**src/rtl/dm_arbiter.sv**
```systemverilog
// Two-port arbiter/sequencer in front of the single-port data memory.
// One word access per grant; misaligned or out-of-range addresses get an error response.

module dm_arb_port (
    input  logic        gclk,
    input  logic        grst_n,
    input  logic        sel,
    input  logic        resp,
    input  logic        rd_cap,
    input  logic        err_flag,
    input  logic [31:0] d,
    output logic        ack,
    output logic        err,
    output logic [31:0] rdata
);
    assign ack = resp && sel;
    assign err = ack && err_flag;

    // Read data is sticky: only a successful read by this port replaces it.
    always_ff @(posedge gclk or negedge grst_n) begin
        if (!grst_n)
            rdata <= '0;
        else if (rd_cap && sel)
            rdata <= d;
    end
endmodule

module dm_arbiter #(
    parameter int DEPTH      = 4096,
    parameter int STARVE_LIM = 4
) (
    input  logic        Clk,
    input  logic        Reset,
    input  logic        Req0_In,
    input  logic        We0_In,
    input  logic [31:0] Addr0_In,
    input  logic [31:0] WData0_In,
    input  logic [31:0] Pc0_In,
    output logic        Ack0_Out,
    output logic        Err0_Out,
    output logic [31:0] RData0_Out,
    input  logic        Req1_In,
    input  logic        We1_In,
    input  logic [31:0] Addr1_In,
    input  logic [31:0] WData1_In,
    input  logic [31:0] Pc1_In,
    output logic        Ack1_Out,
    output logic        Err1_Out,
    output logic [31:0] RData1_Out,
    output logic        Mem_Write_Out,
    output logic [31:0] Mem_Addr_Out,
    output logic [31:0] Mem_Data_Out,
    output logic [31:0] Mem_Pc_Out,
    input  logic [31:0] Mem_Data_In,
    output logic        Busy_Out
);
    localparam int NUM_PORTS = 2;
    localparam int WW        = $clog2(STARVE_LIM + 1);
    localparam logic [WW-1:0] LIM = WW'(STARVE_LIM);

    typedef enum logic [1:0] {ARB, ACCESS, RESP} state_t;

    typedef struct packed {
        logic        we;
        logic [29:0] idx;
        logic [31:0] wdata;
        logic [31:0] pc;
    } acc_t;

    state_t  state, state_nx;
    acc_t    cur, cur_nx;
    logic    win, win_nx;
    logic    err, err_nx;
    logic    grant1;
    logic    in_access, rd_cap;
    logic [WW-1:0] wait1, wait1_nx;

    logic [NUM_PORTS-1:0]        req, ack, errs;
    logic [NUM_PORTS-1:0][31:0]  addr, rdata;
    acc_t [NUM_PORTS-1:0]        port_acc;

    assign req  = {Req1_In, Req0_In};
    assign addr = {Addr1_In, Addr0_In};
    assign port_acc[0] = '{we: We0_In, idx: Addr0_In[31:2], wdata: WData0_In, pc: Pc0_In};
    assign port_acc[1] = '{we: We1_In, idx: Addr1_In[31:2], wdata: WData1_In, pc: Pc1_In};

    // Port 1 takes the slot when alone, or when it has lost STARVE_LIM conflicts in a row.
    assign grant1 = req[1] && (!req[0] || wait1 == LIM);

    always_comb begin
        state_nx = state;
        cur_nx   = cur;
        win_nx   = win;
        err_nx   = err;
        wait1_nx = wait1;
        case (state)
            ARB: begin
                if (|req) begin
                    win_nx = grant1;
                    cur_nx = port_acc[grant1];
                    err_nx = (addr[grant1][1:0] != 2'b00) ||
                             ({2'b00, addr[grant1][31:2]} >= 32'(DEPTH));
                    state_nx = err_nx ? RESP : ACCESS;
                    if (grant1)
                        wait1_nx = '0;
                    else if (req[1] && wait1 != LIM)
                        wait1_nx = wait1 + WW'(1);
                end
            end
            ACCESS:  state_nx = RESP;
            RESP:    state_nx = ARB;
            default: state_nx = ARB;
        endcase
    end

    always_ff @(posedge Clk or negedge Reset) begin
        if (!Reset) begin
            state <= ARB;
            cur   <= '0;
            win   <= 1'b0;
            err   <= 1'b0;
            wait1 <= '0;
        end else begin
            state <= state_nx;
            cur   <= cur_nx;
            win   <= win_nx;
            err   <= err_nx;
            wait1 <= wait1_nx;
        end
    end

    // DM strobes decode straight from registered state so reset kills them at once.
    assign in_access     = (state == ACCESS);
    assign rd_cap        = in_access && !cur.we;
    assign Mem_Write_Out = in_access && cur.we;
    assign Mem_Addr_Out  = in_access ? {2'b00, cur.idx} : '0;
    assign Mem_Data_Out  = in_access ? cur.wdata : '0;
    assign Mem_Pc_Out    = in_access ? cur.pc : '0;
    assign Busy_Out      = (state != ARB);

    for (genvar p = 0; p < NUM_PORTS; p++) begin : g_port
        dm_arb_port u_port (
            .gclk     (Clk),
            .grst_n   (Reset),
            .sel      (win == 1'(p)),
            .resp     (state == RESP),
            .rd_cap   (rd_cap),
            .err_flag (err),
            .d        (Mem_Data_In),
            .ack      (ack[p]),
            .err      (errs[p]),
            .rdata    (rdata[p])
        );
    end

    assign Ack0_Out   = ack[0];
    assign Err0_Out   = errs[0];
    assign RData0_Out = rdata[0];
    assign Ack1_Out   = ack[1];
    assign Err1_Out   = errs[1];
    assign RData1_Out = rdata[1];
endmodule

```
**config.mk**
```make
export PLATFORM = sky130hd
export DESIGN_NAME = dm_arbiter
export DESIGN_NICKNAME = d
export VERILOG_FILES = /design/src/rtl/dm_arbiter.sv
export SDC_FILE = /design/constraint.sdc
export NUM_CORES = 1
export LEC_CHECK = 0
export CORE_AREA = 2 2 156 158
export CTS_CLUSTER_DIAMETER = 40
export DETAILED_ROUTE_END_ITERATION = 6
export DIE_AREA = 0 0 158 160
export PLACE_DENSITY = 0.72
export SLEW_MARGIN = 20
export SYNTH_ARGS = -nofsm -noshare
export SYNTH_HDL_FRONTEND = slang
export SYNTH_SLANG_ARGS = --single-unit
```
**constraint.sdc**
```tcl
create_clock -name Clk -period 2.4 [get_ports Clk]
set_clock_uncertainty 0.15 [all_clocks]
set_input_delay 0.72 -clock Clk [delete_from_list [all_inputs] [get_ports Clk]]
set_output_delay 0.72 -clock Clk [all_outputs]
set_load 0.02 [all_outputs]
```
---- Yosys cells after proc, flatten, opt, wreduce, memory -nomap -nowiden ----
Cells that the tools add are included.
Widths: inputs -> output; s select.
word-level totals
  logic and storage cells ................. 52
  register bits ........................... 166
operators by class
  multiplexer cells ....................... 12
  equality and inequality tests ........... 5
  bitwise logic cells ..................... 1
  reduce and logical (&&, ||, !) cells .... 21
  order comparisons ....................... 2
  add/subtract/negate cells ............... 1
operator list
  cell                  count
  $mux 95               2
  $mux 32               4
  $ge 30x13->1 const B  1
  $mux 30               1
  $logic_and 1x1->1     10
  $mux 3                2
  $reduce_bool 2->1     3
  $mux 2                2
  $pmux 2 s2            1
  $add 3x1->3 const B   1
  $eq 3x3->1 const B    1
  $ne 3x3->1 const B    1
  $reduce_and 3->1      1
  $eq 2x1->1 const B    1
  $eq 2x2->1 const B    1
  $logic_not 1->1       2
  $logic_not 2->1       1
  $logic_or 1x1->1      2
  $lt 1x2->1 const B    1
  $ne 2x2->1 const B    1
  $reduce_and 2->1      1
  $reduce_or 2->1       1
  $not 1->1             1

---- Logic depth before layout (Yosys ltp) ----
Gate-level depths: netlist of run 1.
  word-level depth ........................ 10
  mapped depth ............................ 8
  depth with buffers taken out ............ 6

---- By module ----
From an unflattened synthesis of run 1, not the netlist that was laid out.
second synthesis, totals
  cell total of the unflattened synthesis .. 712
  area, all modules ....................... 8225.4 µm²
by module, submodules not included
  module       times used  area an instance (µm²)  seq. area each (µm²)  cells an instance
  dm_arbiter   1           5505.3                  2552.4                572
  dm_arb_port  2           1360.1                  800.8                 70

---- Worst setup path after synthesis of run 1 ----
No wires, ideal clock.
  kind .................................... register to output
  start point ............................. reg state[1]
  end point ............................... out Mem_Data_Out[12]
  arrival time ............................ 1.333 ns
  cell stages (with the launch flop) ...... 5
  path slack .............................. 0.197 ns
  path through ............................ dfrtp_1 > and2b_1 > clkbuf_1 > clkbuf_1 > and2_1
between the ends
  cells in the longest elaborated chain, start to end .. 2
RTL lines
  element                 line  source
  from (decl)             70    state_t state, state_nx;
  from (signal assigned)  124   state <= state_nx;
  $eq 2x1->1              133   assign in_access = (state == ACCESS);
  $mux 32                 137   assign Mem_Data_Out = in_access ? cur.wdata : '0;
  to (decl)               52    output logic [31:0] Mem_Data_Out,
No other way between the ends.

---- Worst setup path in the final report of run 1 ----
  start point ............................. reg state[1]
  end point ............................... out Mem_Pc_Out[22]
between the ends
  cells in the longest elaborated chain, start to end .. 2
RTL lines
  element     line  source
  $eq 2x1->1  133
  $mux 32     138   assign Mem_Pc_Out = in_access ? cur.pc : '0;
  to (decl)   53    output logic [31:0] Mem_Pc_Out,
No other way between the ends.

==> summary.txt, run 1 <==
STA
--------------------------------------------------------------------------------------
Final critical-path share of the clock period ...........................       106.3%
Max-slew violations .....................................................            0
Min Clock Period, post-route ............................................     2.551 ns
Setup slack after layout ................................................   -0.1505 ns
Unrepaired setup endpoints after global routing .........................         true
Timing-limited maximum frequency ........................................   0.3921 GHz
Total negative setup slack ..............................................    -10.16 ns
Setup violation total in the final timing report ........................           94
Final hold violations ...................................................            0

CLOCK TREE
--------------------------------------------------------------------------------------
Clock sinks .............................................................          166
Inserted Clock Buffers ..................................................           17
Worst-case clock buffer depth ...........................................            2
Clock slew at the register clock pins of the worst setup and hold paths .      0.07 ns
CTS Root Buffer Type ....................................................    clkbuf_16
Depth of the CTS H-tree .................................................            4
Clock tree from TritonCTS ...............................................          yes
Insertion delay of the later-clocked pin in the worst-skew pair .........      0.42 ns

RUN STATUS
--------------------------------------------------------------------------------------
Result of the run ....................................................... complete, but fails checks
Violated checks ......................................................... negative setup slack

WORST SETUP PATH
--------------------------------------------------------------------------------------
Kind of end point of the critical path .................................. primary output
Worst reg2reg path depth ................................................            7
Slack of the worst reg-to-reg path ......................................      0.43 ns
Library cell contributing the largest single delay on the critical path .      dfrtp_1
Critical Path AT ........................................................      1.68 ns
Crit-path max cell delay ................................................      0.37 ns
End of the worst register-to-register path ..............................      cur[31]
Kind of start point of the critical path ................................     register
Highest net fanout along the worst path .................................            8
Worst Setup Path Type ................................................... register to primary output
Worst-path cell chain ................................................... and2b_4 -> buf_12 -> clkbuf_16 -> and2_4 -> buf_6
Reg-to-reg critical path startpoint .....................................     wait1[1]
Data required time of the critical path .................................      1.53 ns

FLOORPLAN
--------------------------------------------------------------------------------------
Floorplan die height ....................................................       160 um
Number of primary I/O pins ..............................................          396
Core Rows ...............................................................           57
Core ar. ................................................................ 0.02382 mm^2
Die ar. ................................................................. 0.02528 mm^2
Chip Width ..............................................................       158 um
Effective utilization at floorplan ......................................       33.38%

SYNTHESIS
--------------------------------------------------------------------------------------
Syn Inst Count ..........................................................          711
Fraction of registers with async set or reset after synthesis ...........       100.0%
Fraction of post-synthesis cell area in the top cell type by area .......       52.25%
Per-instance average area after synthesis ...............................   11.18 um^2
Yosys warns .............................................................            0
Top cells by area, synth ................................................ dfrtp_1 52%, mux2i_1 12%, mux2_2 7.9%
Share of the yosys chip area belonging to registers .....................       52.25%
Commonest cells in the synthesized netlist .............................. 166 x dfrtp_1, 99 x nand2_1, 97 x and2_1
Seq cells post-synth ....................................................          166
Top flip-flop cell by instance count after synthesis ....................      dfrtp_1
Most frequent cell after synthesis ......................................      dfrtp_1
Top cell type by total area after synthesis .............................      dfrtp_1
Synthesized cell area ................................................... 0.007950 mm^2
Synth unique cells ......................................................           35
Number of enable flip-flop cells after synthesis ........................            0

DRT
--------------------------------------------------------------------------------------
Via count of the routed design ..........................................         6660
Final wirelength ........................................................     25310 um
Iteration count of the initial detailed-routing pass ....................            4
Average vias per placed instance ........................................        4.537
Antenna-violating nets left .............................................            0
Iteration-0 DRC count of the detailed router ............................          221
Wire length per cell ....................................................     17.24 um
DRC violations left .....................................................            0

POWER
--------------------------------------------------------------------------------------
Leakage power summed over all cells .....................................  0.006478 uW
Max IR drop VDD .........................................................    0.4055 mV
Power per standard cell area ............................................ 540.0 mW/mm^2

FINISH
--------------------------------------------------------------------------------------
Final std cells w/o fill ................................................         1468
Fraction of final layout cells with drive strength greater than 1 .......       27.56%
Number of nets in the layout ............................................         1362
Synthesis-to-layout area growth .........................................       70.46%

GRT
--------------------------------------------------------------------------------------
Via count of the first global-routing pass ..............................         7035
Total congestion overflow ...............................................            0
Total routing resource utilization after global routing .................       19.65%
Initial antenna violation count .........................................            1
Wire length of the first global-routing pass ............................     38400 um
Maximum number of pins on one net before global-route repair ............           75

PLACE
--------------------------------------------------------------------------------------
Input/output buffers ....................................................          393
Global placement routability congestion .................................       0.7920
DP Wirelength ...........................................................     19080 um
Placed Instances ........................................................         1427

FLOW RUN
--------------------------------------------------------------------------------------
Number of max-cap violations ............................................            0

WORST HOLD PATH
--------------------------------------------------------------------------------------
Path category of the worst min-delay check .............................. primary input to async pin

power by group:
part | internal [uW] | leakage, uW | switching, uW
sequential | 3120 | 0.00214 | 206
combinational | 695 | 0.00404 | 538
clock | 1410 | 0.000291 | 1350
worst max path at each step:
stage                       endpoint  startpoint
CTS                 Mem_Data_Out[27]    state[1]
finish                Mem_Pc_Out[22]    state[1]
global placement             cur[31]     Req0_In
detailed placement  Mem_Addr_Out[14]    state[1]
global route         Mem_Data_Out[4]    state[1]
floorplan           Mem_Data_Out[12]    state[1]
cell usage in the layout, fill, tap and decap left out, types with 20 or more instances in the layout:
| cell type | Yosys | layout |
|---|---|---|
| o21ai_1 | 47 | 47 |
| clkdlybuf4s50_1 | 0 | 292 |
| buf_6 | 4 | 87 |
| nand2_1 | 99 | 99 |
| buf_12 | 5 | 21 |
| buf_4 | 7 | 41 |
| mux2_2 | 56 | 56 |
| and2_1 | 97 | 36 |
| and2_4 | 0 | 61 |
| dfrtp_1 | 166 | 166 |
| o21ai_0 | 52 | 52 |
| mux2i_1 | 95 | 95 |
| clkbuf_16 | 0 | 20 |
layer usage:
layer	vias to the layer above	routed length (um)	global-route usage, %
met5	-	12	0
met4	2	354	4.341
met3	24	1852	5.780
met2	249	12960	35.20
met1	3122	10130	23.07
li1	3263	-	-
critical path: cells and delay by family, from the launching register on:
family        cells  cell delay, ns
flops             1            0.37
buf+inv           3            0.42
simple gates      2            0.46
logic make-up after synthesis:
| family | share of synthesized area [%] |
|---|---|
| AND/OR/NAND/NOR | 14.79 |
| flip-flops | 52.25 |
| multiplexers | 21.17 |
| AO/OA/AOI/OAI | 6.956 |
| buffers and inverters | 4.470 |
| adder cells (fa/ha/maj) | 0.3147 |
| other | 0.04717 |
timing repair:
| action | CTS | global route |
|---|---|---|
| gates resized for setup | 448 | 200 |
| endpoints found under the setup margin | 100 | 99 |
| pin swaps | 0 | 25 |
| hold buffers | 0 | 0 |
| gates cloned | 1 | 4 |
| setup buffers | 3 | 2 |
layout make-up:
type / count / area (um^2)
clock buffers: 17 / 425.4
clock inverters: 15 / 182.7
diodes: 1 / 2.502
inverters: 3 / 11.26
fillers: 2083 / 10270
multi-input cells: 493 / 3630
flip-flops and latches: 166 / 4154
well taps: 324 / 405.4
repair buffers: 449 / 4741
flip-flops by register name (all words and copies together) (netlist names):
name,cells
cur,95
g_port.u_port.rdata,64
wait1,3
state,2
err,1
win,1
stage by stage:
stage | hold slack, ns | setup WS (ns) | utilization, % | power, uW | area [um^2]
final | 0.06040 | -0.1505 | 56.89 | 7318 | 13550
after global routing | 0.07166 | -0.2393 | 56.88 | 7712 | 13550
after CTS | 0.06080 | -0.2432 | 54.38 | 7386 | 12950
after detailed placement | 0.3128 | -0.1761 | 52.76 | 4614 | 12570
after global placement | 0.3030 | -0.1995 | 52.76 | 4579 | 12570
after floorplan | 0.2744 | 0.1970 | - | 3863 | 7954
No activity file was read; power rests on OpenSTA's default activity.
==> inputs of run 2 (changes only) <==
--- a/config.mk
+++ b/config.mk
@@ -5,11 +5,14 @@
 export SDC_FILE = /design/constraint.sdc
 export NUM_CORES = 1
 export LEC_CHECK = 0
-export CORE_AREA = 2 2 156 158
+export CELL_PAD_IN_SITES_DETAIL_PLACEMENT = 2
+export CELL_PAD_IN_SITES_GLOBAL_PLACEMENT = 2
+export CORE_ASPECT_RATIO = 1.75
+export CORE_MARGIN = 1
+export CORE_UTILIZATION = 24
 export CTS_CLUSTER_DIAMETER = 40
 export DETAILED_ROUTE_END_ITERATION = 6
-export DIE_AREA = 0 0 158 160
-export PLACE_DENSITY = 0.72
+export PLACE_DENSITY = 0.84
 export SLEW_MARGIN = 20
 export SYNTH_ARGS = -nofsm -noshare
 export SYNTH_HDL_FRONTEND = slang
==> run 2 against run 1 <==
Setup slack got worse by 0.053 ns. Highest routed layer unchanged. Sequential cell count did not move. Global-route usage rose by 1.1 points. Routed wire length is 39% higher. Count of clock-buffer cells in the layout is the same. Worst hold slack lost 0.027 ns. Utilization fell by 15 points. Combinational power up 7%. Critical endpoint is now Mem_Pc_Out[18]. The run still ends with negative setup slack left. Power rose by 3.3%. First-iteration DRC count fell by 30%. Non-clock buffer count up 19.
==> summary.txt, run 2 (synthesis results as in run 1) <==
CLOCK TREE
--------------------------------------------------------------------------------------
Insertion delay of the later-clocked pin in the worst-skew pair .........      0.45 ns   was 0.42 ns
Clock slew at the register clock pins of the worst setup and hold paths .      0.07 ns   about the same
Clock sinks .............................................................          166   unchanged
CTS Root Buffer Type ....................................................    clkbuf_16   unchanged
Inserted Clock Buffers ..................................................           17   unchanged
Worst-case clock buffer depth ...........................................            2   unchanged
Post-CTS Hold Buffers ...................................................            0   unchanged
Depth of the CTS H-tree .................................................            4   unchanged
Clock tree from TritonCTS ...............................................          yes   unchanged

POWER
--------------------------------------------------------------------------------------
Share of power burned in registers ......................................        44.4%   was 45.5%
Sw Pwr ..................................................................      2225 uW   was 2091 uW
Power per standard cell area ............................................ 551.0 mW/mm^2   was 540.0 mW/mm^2
Clk network pwr share ...................................................        38.2%   was 37.7%
Logic gate share of total power .........................................        17.3%   was 16.8%
Internal power ..........................................................      5334 uW   was 5227 uW
Max IR drop VDD .........................................................    0.4755 mV   was 0.4055 mV
Leakage power summed over all cells .....................................  0.006596 uW   was 0.006478 uW
Net Sw Frac .............................................................       29.43%   was 28.57%

RUN STATUS
--------------------------------------------------------------------------------------
Violated checks ......................................................... negative setup slack   unchanged
Result of the run ....................................................... complete, but fails checks   unchanged

FLOORPLAN
--------------------------------------------------------------------------------------
Number of primary I/O pins ..............................................          396   unchanged
Effective utilization at floorplan ......................................       24.51%   was 33.38%
Core Rows ...............................................................           87   was 57
Die ar. ................................................................. 0.03389 mm^2   was 0.02528 mm^2
Chip Width ..............................................................     139.6 um   was 158 um
Floorplan die height ....................................................     242.8 um   was 160 um
Core ar. ................................................................ 0.03244 mm^2   was 0.02382 mm^2

STA
--------------------------------------------------------------------------------------
Max-slew violations .....................................................            0   unchanged
Transition time at the pin with the least slew margin ...................    0.5914 ns
Worst slew slack as a fraction of its limit .............................       60.21%
Final hold violations ...................................................            0   unchanged
Setup violation total in the final timing report ........................           96   was 94
Min Clock Period, post-route ............................................     2.603 ns   was 2.551 ns
Total negative setup slack ..............................................    -12.98 ns   was -10.16 ns
Unrepaired setup endpoints after global routing .........................         true   unchanged
Timing-limited maximum frequency ........................................   0.3841 GHz   was 0.3921 GHz
Setup slack after layout ................................................   -0.2034 ns   was -0.1505 ns
Final critical-path share of the clock period ...........................       108.5%   was 106.3%

FINISH
--------------------------------------------------------------------------------------
Storage element area .................................................... 0.004154 mm^2   unchanged
Most common library cell in the layout ignoring fill and taps ........... clkdlybuf4s50_1   unchanged
Number of nets in the layout ............................................         1381   was 1362
Max reg flops ...........................................................           95   unchanged
Register with the highest flop count ....................................          cur   unchanged
Final std cells w/o fill ................................................         1567   was 1468
Synthesis-to-layout area growth .........................................       72.54%   was 70.46%
Final Cell Area ......................................................... 0.01372 mm^2   was 0.01355 mm^2
Fill cell total of the finished layout ..................................         3390   was 2083
Most frequent cells in the layout ....................................... 288 x clkdlybuf4s50_1, 166 x dfrtp_1, 98 x nand2_1   was 292 x clkdlybuf4s50_1, 166 x dfrtp_1, 99 x nand2_1
Area used by multi-input combinational logic ............................ 0.003615 mm^2   was 0.003630 mm^2
Largest registers ....................................................... cur x95, g_port.u_port.rdata x64, wait1 x3   unchanged
Fraction of final layout cells with drive strength greater than 1 .......       28.14%   was 27.56%

GRT
--------------------------------------------------------------------------------------
Initial antenna violation count .........................................            7   was 1
Via count of the first global-routing pass ..............................         8598   was 7035
Total routing resource utilization after global routing .................       20.77%   was 19.65%
Wire length of the first global-routing pass ............................     52100 um   was 38400 um
Total congestion overflow ...............................................            0   unchanged
Maximum number of pins on one net before global-route repair ............           81   was 75

WORST SETUP PATH
--------------------------------------------------------------------------------------
Kind of start point of the critical path ................................     register   unchanged
Kind of end point of the critical path .................................. primary output   unchanged
Data required time of the critical path .................................      1.53 ns   about the same
Critical Path AT ........................................................      1.73 ns   was 1.68 ns
Highest net fanout along the worst path .................................            5   was 8
Worst Setup Path Type ................................................... register to primary output   unchanged

DRT
--------------------------------------------------------------------------------------
Antenna-violating nets left .............................................            0   unchanged
Iteration-0 DRC count of the detailed router ............................          155   was 221
Average vias per placed instance ........................................        4.632   was 4.537
Wire length per cell ....................................................     22.40 um   was 17.24 um
Final wirelength ........................................................     35100 um   was 25310 um
DRC violations left .....................................................            0   unchanged
Via count of the routed design ..........................................         7259   was 6660
Iteration count of the initial detailed-routing pass ....................            4   unchanged

PLACE
--------------------------------------------------------------------------------------
Input/output buffers ....................................................          393   unchanged
DP Wirelength ...........................................................     26090 um   was 19080 um
Area after DPL .......................................................... 0.01266 mm^2   was 0.01257 mm^2
Global placement routability congestion .................................       0.8190   was 0.7920
Placed Instances ........................................................         1515   was 1427

WORST HOLD PATH
--------------------------------------------------------------------------------------
Path category of the worst min-delay check .............................. primary input to async pin   unchanged

FLOW RUN
--------------------------------------------------------------------------------------
Number of max-cap violations ............................................            0   unchanged

## run 2: metrics by stage
step           setup slack (ns)  hold slack, ns  power (uW)  util, %
6_report                -0.2034         0.03305        7558    42.29
4_1_cts                 -0.2432         0.03271        7644    41.03
5_1_grt                 -0.2823         0.03580        7907    42.29
3_3_place_gp            -0.3485          0.3053        4628    39.03
3_5_place_dp            -0.3055          0.3154        4702    39.03
2_1_floorplan            0.1970          0.2744        3863        -
## run 2: metal layers
layer	vias to the layer above	global-route usage, %	routed length [um]
met5	-	0	26
met4	4	9.793	1245
met3	68	5.149	1849
met2	251	42.00	20720
met1	3635	18.73	11260
li1	3301	-	-
## run 2: area by class of cell
cell class	count	share of cell area [%]
clock buffer	17	3.101
multi-input combinational	493	26.35
sequential	166	30.28
tap	400	3.649
antenna	5	0.09122
timing repair buffer	468	35.10
inverter	3	0.08209
clock inverter	15	1.341
## run 2: critical path: stages, from the launching register on
cell and delay, ns:
dfrtp_1 0.37, and2b_4 0.32, buf_8 0.16, clkbuf_16 0.15
and2_1 0.13, buf_4 0.14
## run 2: worst paths after layout
check / start / to / slack (ns) / cells after the start
min: Reset / cur[27] / 0.03 / 1
min in group Clk: cur[6] / cur[6] / 0.33 / 2
max in group asynchronous: Reset / g_port[1].u_port.rdata[17] / 1.41 / 2
min reg2reg: cur[6] / cur[6] / 0.33 / 2
max: state[1] / Mem_Pc_Out[18] / -0.20 / 5
max reg2reg: wait1[0] / cur[49] / 0.34 / 7
## run 2: power by group through the flow
stage | combinational, uW | sequential, uW | clock [uW]
after detailed placement | 1310 | 3400 | 0
after CTS | 1320 | 3350 | 2970
final | 1310 | 3360 | 2890
after global routing | 1440 | 3400 | 3060
after floorplan | 579 | 3280 | 0
after global placement | 1240 | 3390 | 0
## run 2: timing repair
item	4_1_cts	5_1_grt
gates cloned	4	2
setup endpoints to repair	102	102
resized for setup	499	110
pin swaps	2	17
setup buffers	8	3
endpoints found under the hold margin	0	0
